<file path="config.mk">
export PLATFORM = sky130hd
export DESIGN_NAME = interrupt_arbiter
export DESIGN_NICKNAME = d
export VERILOG_FILES = /design/src/rtl/interrupt_arbiter.sv
export SDC_FILE = /design/constraint.sdc
export NUM_CORES = 1
export LEC_CHECK = 0
export BUFFER_PORTS_ARGS = -buffer_cell sky130_fd_sc_hd__buf_4
export CAP_MARGIN = 20
export CORE_UTILIZATION = 55
export CTS_CLUSTER_DIAMETER = 120
export CTS_CLUSTER_SIZE = 24
export DETAILED_ROUTE_END_ITERATION = 8
export PLACE_DENSITY_LB_ADDON = 0.3
export SYNTH_ARGS = -nofsm -noshare
export SYNTH_HDL_FRONTEND = slang
export SYNTH_SLANG_ARGS = --single-unit
</file>
<file path="constraint.sdc">
create_clock -name clk -period 4.5 [get_ports clk]
set_input_delay 0.9 -clock clk [delete_from_list [all_inputs] [get_ports clk]]
set_output_delay 0.9 -clock clk [all_outputs]
set_load 0.01 [all_outputs]
</file>
<file path="src/rtl/interrupt_arbiter.sv">
// rtl/interrupt_arbiter.sv - interrupt request latch, mask, priority arbiter and CPU hand-off FSM
//
// Latches rising edges on peripheral request lines as pending, qualifies them
// with a software enable mask, picks the lowest-index eligible source and
// presents a single registered request plus handler vector to the control unit.
// The request is held frozen until the control unit acknowledges it.
//
// Ports:
//   clk        in   system clock
//   reset      in   asynchronous active-high reset
//   irq_in     in   [IRQ_COUNT]     peripheral request levels (clk-synchronous)
//   global_en  in   global interrupt enable (SREG I flag)
//   irq        out  request to control unit (registered)
//   vector     out  [I_ADDR_WIDTH]  handler address, valid while irq=1 (registered)
//   ack        in   one-cycle acceptance pulse from control unit
//   io_addr    in   [IO_ADDR_WIDTH] I/O register address
//   io_wdata   in   [8]             I/O write data
//   io_we      in   I/O write strobe
//   io_oe      in   I/O read strobe
//   io_rdata   out  [8]             I/O read data, 0 when not selected
module interrupt_arbiter #(
  parameter int                         IRQ_COUNT     = 8,
  parameter int                         I_ADDR_WIDTH  = 10,
  parameter logic [I_ADDR_WIDTH-1:0]    VECTOR_BASE   = 10'd1,
  parameter logic [I_ADDR_WIDTH-1:0]    VECTOR_STRIDE = 10'd1,
  parameter int                         IO_ADDR_WIDTH = 6,
  parameter logic [IO_ADDR_WIDTH-1:0]   MASK_ADDR     = 6'h3B,
  parameter logic [IO_ADDR_WIDTH-1:0]   PEND_ADDR     = 6'h3A
) (
  input  logic                     clk,
  input  logic                     reset,
  input  logic [IRQ_COUNT-1:0]     irq_in,
  input  logic                     global_en,
  output logic                     irq,
  output logic [I_ADDR_WIDTH-1:0]  vector,
  input  logic                     ack,
  input  logic [IO_ADDR_WIDTH-1:0] io_addr,
  input  logic [7:0]               io_wdata,
  input  logic                     io_we,
  input  logic                     io_oe,
  output logic [7:0]               io_rdata
);

  localparam int IDX_W = (IRQ_COUNT > 1) ? $clog2(IRQ_COUNT) : 1;
  // Number of sources visible through the 8-bit I/O registers.
  localparam int N_IO  = (IRQ_COUNT < 8) ? IRQ_COUNT : 8;

  typedef enum logic [1:0] {
    S_IDLE = 2'd0,
    S_REQ  = 2'd1,
    S_DONE = 2'd2
  } state_t;

  state_t                    r_state;
  state_t                    w_state_next;
  logic [IRQ_COUNT-1:0]      r_irq_prev;
  logic [IRQ_COUNT-1:0]      r_pending;
  logic [IRQ_COUNT-1:0]      r_imsk;
  logic [IDX_W-1:0]          r_idx;
  logic [I_ADDR_WIDTH-1:0]   r_vector;
  logic                      r_irq;

  logic [IRQ_COUNT-1:0]      w_edge;
  logic [IRQ_COUNT-1:0]      w_eligible;
  logic [IRQ_COUNT-1:0]      w_wbits;
  logic [IRQ_COUNT-1:0]      w_clr;
  logic [IRQ_COUNT-1:0]      w_pending_next;
  logic [IDX_W-1:0]          w_win_idx;
  logic [I_ADDR_WIDTH-1:0]   w_win_vec;
  logic                      w_latch;
  logic                      w_ack_clr;
  logic                      w_mask_sel;
  logic                      w_pend_sel;
  logic [7:0]                w_imsk_rd;
  logic [7:0]                w_pend_rd;

  assign w_mask_sel = (io_addr == MASK_ADDR);
  assign w_pend_sel = (io_addr == PEND_ADDR);

  // Only the low N_IO sources are reachable from the 8-bit data bus.
  assign w_wbits   = IRQ_COUNT'(io_wdata[N_IO-1:0]);
  assign w_imsk_rd = 8'(r_imsk[N_IO-1:0]);
  assign w_pend_rd = 8'(r_pending[N_IO-1:0]);

  assign w_edge     = irq_in & ~r_irq_prev;
  assign w_eligible = r_pending & r_imsk;

  // Descending scan so the lowest set index is the last assignment and wins.
  always_comb begin
    w_win_idx = '0;
    w_win_vec = '0;
    for (int i = IRQ_COUNT - 1; i >= 0; i--) begin
      if (w_eligible[i]) begin
        w_win_idx = IDX_W'(i);
        w_win_vec = VECTOR_BASE + VECTOR_STRIDE * I_ADDR_WIDTH'(i);
      end
    end
  end

  // Clear sources: software IPEND write-1-to-clear and the serviced source on ack.
  // Set edges are OR-ed in after the clear so a same-cycle edge always wins.
  always_comb begin
    w_clr = '0;
    if (io_we && w_pend_sel) begin
      w_clr = w_wbits;
    end
    for (int i = 0; i < IRQ_COUNT; i++) begin
      if (w_ack_clr && (r_idx == IDX_W'(i))) begin
        w_clr[i] = 1'b1;
      end
    end
    w_pending_next = (r_pending & ~w_clr) | w_edge;
  end

  // Next-state logic. Once in REQ nothing but ack moves the FSM, which keeps
  // the request and vector frozen regardless of mask/pending/global_en.
  always_comb begin
    w_state_next = r_state;
    w_latch      = 1'b0;
    w_ack_clr    = 1'b0;
    case (r_state)
      S_IDLE: begin
        if (global_en && (w_eligible != '0)) begin
          w_latch      = 1'b1;
          w_state_next = S_REQ;
        end
      end
      S_REQ: begin
        if (ack) begin
          w_ack_clr    = 1'b1;
          w_state_next = S_DONE;
        end
      end
      S_DONE: begin
        w_state_next = S_IDLE;
      end
      default: begin
        w_state_next = S_IDLE;
      end
    endcase
  end

  always_ff @(posedge clk or posedge reset) begin
    if (reset) begin
      r_state    <= S_IDLE;
      r_irq_prev <= '0;
      r_pending  <= '0;
      r_imsk     <= '0;
      r_idx      <= '0;
      r_vector   <= '0;
      r_irq      <= 1'b0;
    end else begin
      r_state    <= w_state_next;
      r_irq_prev <= irq_in;
      r_pending  <= w_pending_next;
      r_irq      <= (w_state_next == S_REQ);
      if (io_we && w_mask_sel) begin
        r_imsk <= w_wbits;
      end
      if (w_latch) begin
        r_idx    <= w_win_idx;
        r_vector <= w_win_vec;
      end
    end
  end

  assign irq    = r_irq;
  assign vector = r_vector;

  always_comb begin
    io_rdata = 8'h00;
    if (io_oe) begin
      if (w_mask_sel) begin
        io_rdata = w_imsk_rd;
      end else if (w_pend_sel) begin
        io_rdata = w_pend_rd;
      end
    end
  end

endmodule
</file>
Yosys cells after proc, flatten, opt, wreduce, memory -nomap -nowiden. Index checks and enable logic that the tools add are counted.

Reduce and logical (&&, ||, !) cells: 14. Equality and inequality tests: 11. Mux-type cells: 35. Bitwise logic cells: 6.

Operators with widths (count): $mux W10 (7); $mux W8 (4); $and A8 B8 Y8 (3); $mux W3 (8); $not A8 Y8 (2); $eq A3 B3 Y1 const B (4); $eq A6 B6 Y1 const B (2); $mux W1 (12); $logic_and A1 B1 Y1 (11); $or A8 B8 Y8 (1); $reduce_bool A8 Y1 (1); $eq A3 B2 Y1 const B (2); $eq A2 B1 Y1 const B (2); $mux W2 (2); $mux W4 (1); $pmux W2 S2 (1); $eq A3 B1 Y1 const B (1); $logic_not A3 Y1 (1); $logic_not A2 Y1 (1).

Output and inout bits: 19. Flip-flop bits (word level): 40. Input bits: 28. Word-level logic and storage cells: 73.

Logic depth before layout (Yosys ltp).
Word-level depth: 9. Gate-level depth with buffers: 5. Gate-level depth less buffers: 4.

Worst setup path after synthesis. OpenSTA, ideal clock, no wires.

Path kind: input port to output port. From: input port io_addr[2]. To: output port io_rdata[0]. Arrival time: 1.573 ns. Stages: 4. Data required time: 3.600 ns. Path buffers: 0. Setup slack: 2.027 ns. Cells stage by stage: nand3b_1 nor2_1 nand2_1 nor2_1.

Longest elaborated chain between the ends: 4. Elaborated cells on any way between the ends: 5. Classes of those cells: 2 x eq/ne; 3 x mux.

Ends and longest elaborated chain: from (decl) (line 37) `input logic [IO_ADDR_WIDTH-1:0] io_addr,`; $eq A6 B6 Y1 (line 78) `assign w_pend_sel = (io_addr == PEND_ADDR);`; $mux W8 (line 175) `end else if (w_pend_sel) begin`; $mux W8 (*) (line 173) `if (w_mask_sel) begin`; $mux W8 (*) (line 172) `if (io_oe) begin`; to (decl) (line 41) `output logic [7:0] io_rdata`.

Every way passes the cells marked *; elsewhere a longest branch is shown, timed or not.

Worst setup path after layout.
From: input port io_addr[2]. To: output port io_rdata[3].

The elaborated chain is that of the path after synthesis.

==> results.yml <==
synthesis:
  synth-edff-count: 0
  synth_area_leaders: "dfrtp_1 (51%), mux2_2 (5.4%), mux2i_1 (4.8%), a22o_1 (4.8%), a22oi_1 (4.5%)"
  syn_area_per_cell_um2: 11.1
  yosysWarningCount: 0
  netlist_area_um2: 1650
  ys_ff_latch: 34
  synth_top_area_cell: "dfrtp_1"
  synthDistinctLibCells: 32
  yosysMostFrequentCell: "dfrtp_1"
  synth_flop_cell: "dfrtp_1"
  syn_inst: 149
  synth_top_area_share_pct: 51.4
  ys_seq_area_share_pct: 51.4
  synth_common_cells: "dfrtp_1 (34), nor2_1 (16), inv_1 (12), nand2_1 (12), a22oi_1 (10)"
  async_flop_share_pct: 100
drt:
  ant_nets: 0
  drt_iter0_drc: 80
  vias: 1276
  drc: 12
  wl_mm: 3.59
  post_drt_wl_per_cell_um: 15.9
  drt_pass1_iterations: 6
  vias_per_cell: 5.65
min_path:
  holdCritPathClass: "reg2reg"
timing:
  relSlewSlack_pct: 58.6
  whs_ns: 0.504
  max_freq_mhz: 354
  period_needed_ns: 2.82
  setup-violations-final: 0
  hold_viol: 0
  finalClockSkew_ns: 0.0113
  setup_slack_ns: 1.68
  fin_crit_sh_pct: 62.8
  worst_pin_slew_ns: 0.620
  rsz0062_at_grt: "no"
  tns_ns: 0
  drv_slew: 0
clock_network:
  post_cts_buffers: 0
  root_buffer: "clkbuf_4"
  cts_sinks: 34
  cts_tree: "built"
  htreeDepth: 2
  numCtsBuffers: 5
  clk-insertion-delay-late_ns: 0.34
  clock_path_buffers: 2
  clk_pin_slew_ns: 0.10
  cts_resized: 0
  hold_buffers: 0
setup_path:
  required_ns: 3.60
  arrival_ns: 1.92
  startpoint_type: "input port"
  cp-end-kind: "output port"
  path_class: "in2out"
  crit_fanout: 8
floorplan:
  initial_utilization_pct: 59.0
  rows: 19
  die_h_um: 56.8
  core_um2: 2810
  ios: 47
  dieArea_um2: 3230
  fp.dieW_um: 56.8
power:
  ir_worst_vdd_v: 0.000308
  leakage_nw: 1.01
  power_density_nw_per_um2: 446
  p_total_w: 0.000903
global_routing:
  grt_max_degree: 35
  grt_pass1_vias: 1339
  grt_overflow: 0
  antenna_found_initial: 0
  grt_pass1_wl_mm: 5.97
  gr-usage-all-layers_pct: 25.2
status:
  status: "finished with violations"
  violations: "DRC"
place:
  place_inst: 218
  hpwl_mm: 2.66
  gp_congestion: 0.974
  io_buffers: 40
  place_ws_ns: 1.69
cells_and_area:
  area_growth_pct: 22.4
  antenna_cells: 0
  layout-drive-gt1-share_pct: 32.3
  num-fill-cells: 212
  nets: 222
  ff_latch_area_um2: 851
  multi_input_area_um2: 722
  layout.cells.non_filler: 226
job:
  drv_cap: 0
## power by group
group / switching, W / internal (W)
Clock: 0.0000991 / 0.0000757
Sequential: 0.0000720 / 0.000376
Combinational: 0.000138 / 0.000143
## metal layers
metal	global-route usage, %	wire length, µm
met1	30.9	1510
met2	41.5	1810
met3	8.06	252
met4	9.76	19
met5	0	0
## sequential cells by signal (all words and copies together) (netlist names)
register	count
r_state	2
irq	1
r_imsk	8
r_pending	8
r_irq_prev	8
r_idx	3
vector	4
## placed cells by master (no fill, tap or decap), drive strengths merged, types with 2 or more instances in the layout
cell type,instances
a21oi,4
buf,41
dfrtp,34
o21ai,3
mux2,10
nand2,12
a32oi,3
a21o,2
clkbuf,7
nor3b,2
inv,12
a22o,9
nor2,16
mux2i,8
conb,6
a22oi,10
## worst max-delay path: stages
cell and delay, ns:
buf_4 0.10, nand3b_1 0.21, nor2_1 0.14, nand2_1 0.21
nor2_1 0.21, buf_4 0.15
## stage by stage
step                      utilization, %  cell area [µm²]
final                               72.2             2020
after global routing                72.2             2020
after CTS                           72.2             2020
after detailed placement            70.0             1960
after global placement              70.0             1960
after floorplan                        -             1670
## cell families (layout without fill, tap and decap cells)
logic type,count (synthesis),count (layout),synth area share [%]
compound gates,37,37,18.4
buf+inv,20,61,6.05
flops,34,34,51.4
mux,18,18,12.1
other cells,1,6,0.227
simple gates,39,39,11.8
## path summary, 6_finish.rpt
| check | from | to | slack, ns | cells after the start |
|---|---|---|---|---|
| min in group asynchronous | reset | r_idx[0] | 0.64 | 3 |
| worst min-delay path | vector[0] | vector[0] | 0.50 | 1 |
| worst max-delay path | io_addr[2] | io_rdata[3] | 1.68 | 6 |
| max in group asynchronous | reset | r_irq_prev[2] | 3.56 | 3 |
| worst max register to register | r_state[1] | vector[3] | 2.83 | 3 |
| worst min register to register | vector[0] | vector[0] | 0.50 | 1 |
## area by class of cell
| class | count | area share, % |
|---|---|---|
| flip-flops and latches | 34 | 42.0 |
| multi-input cells | 100 | 35.7 |
| repair buffers | 41 | 15.2 |
| clock buffers | 7 | 2.72 |
| inverters | 12 | 2.22 |
| well taps | 31 | 1.92 |
| clock inverters | 1 | 0.247 |
No activity file was read; power rests on OpenSTA's default activity.
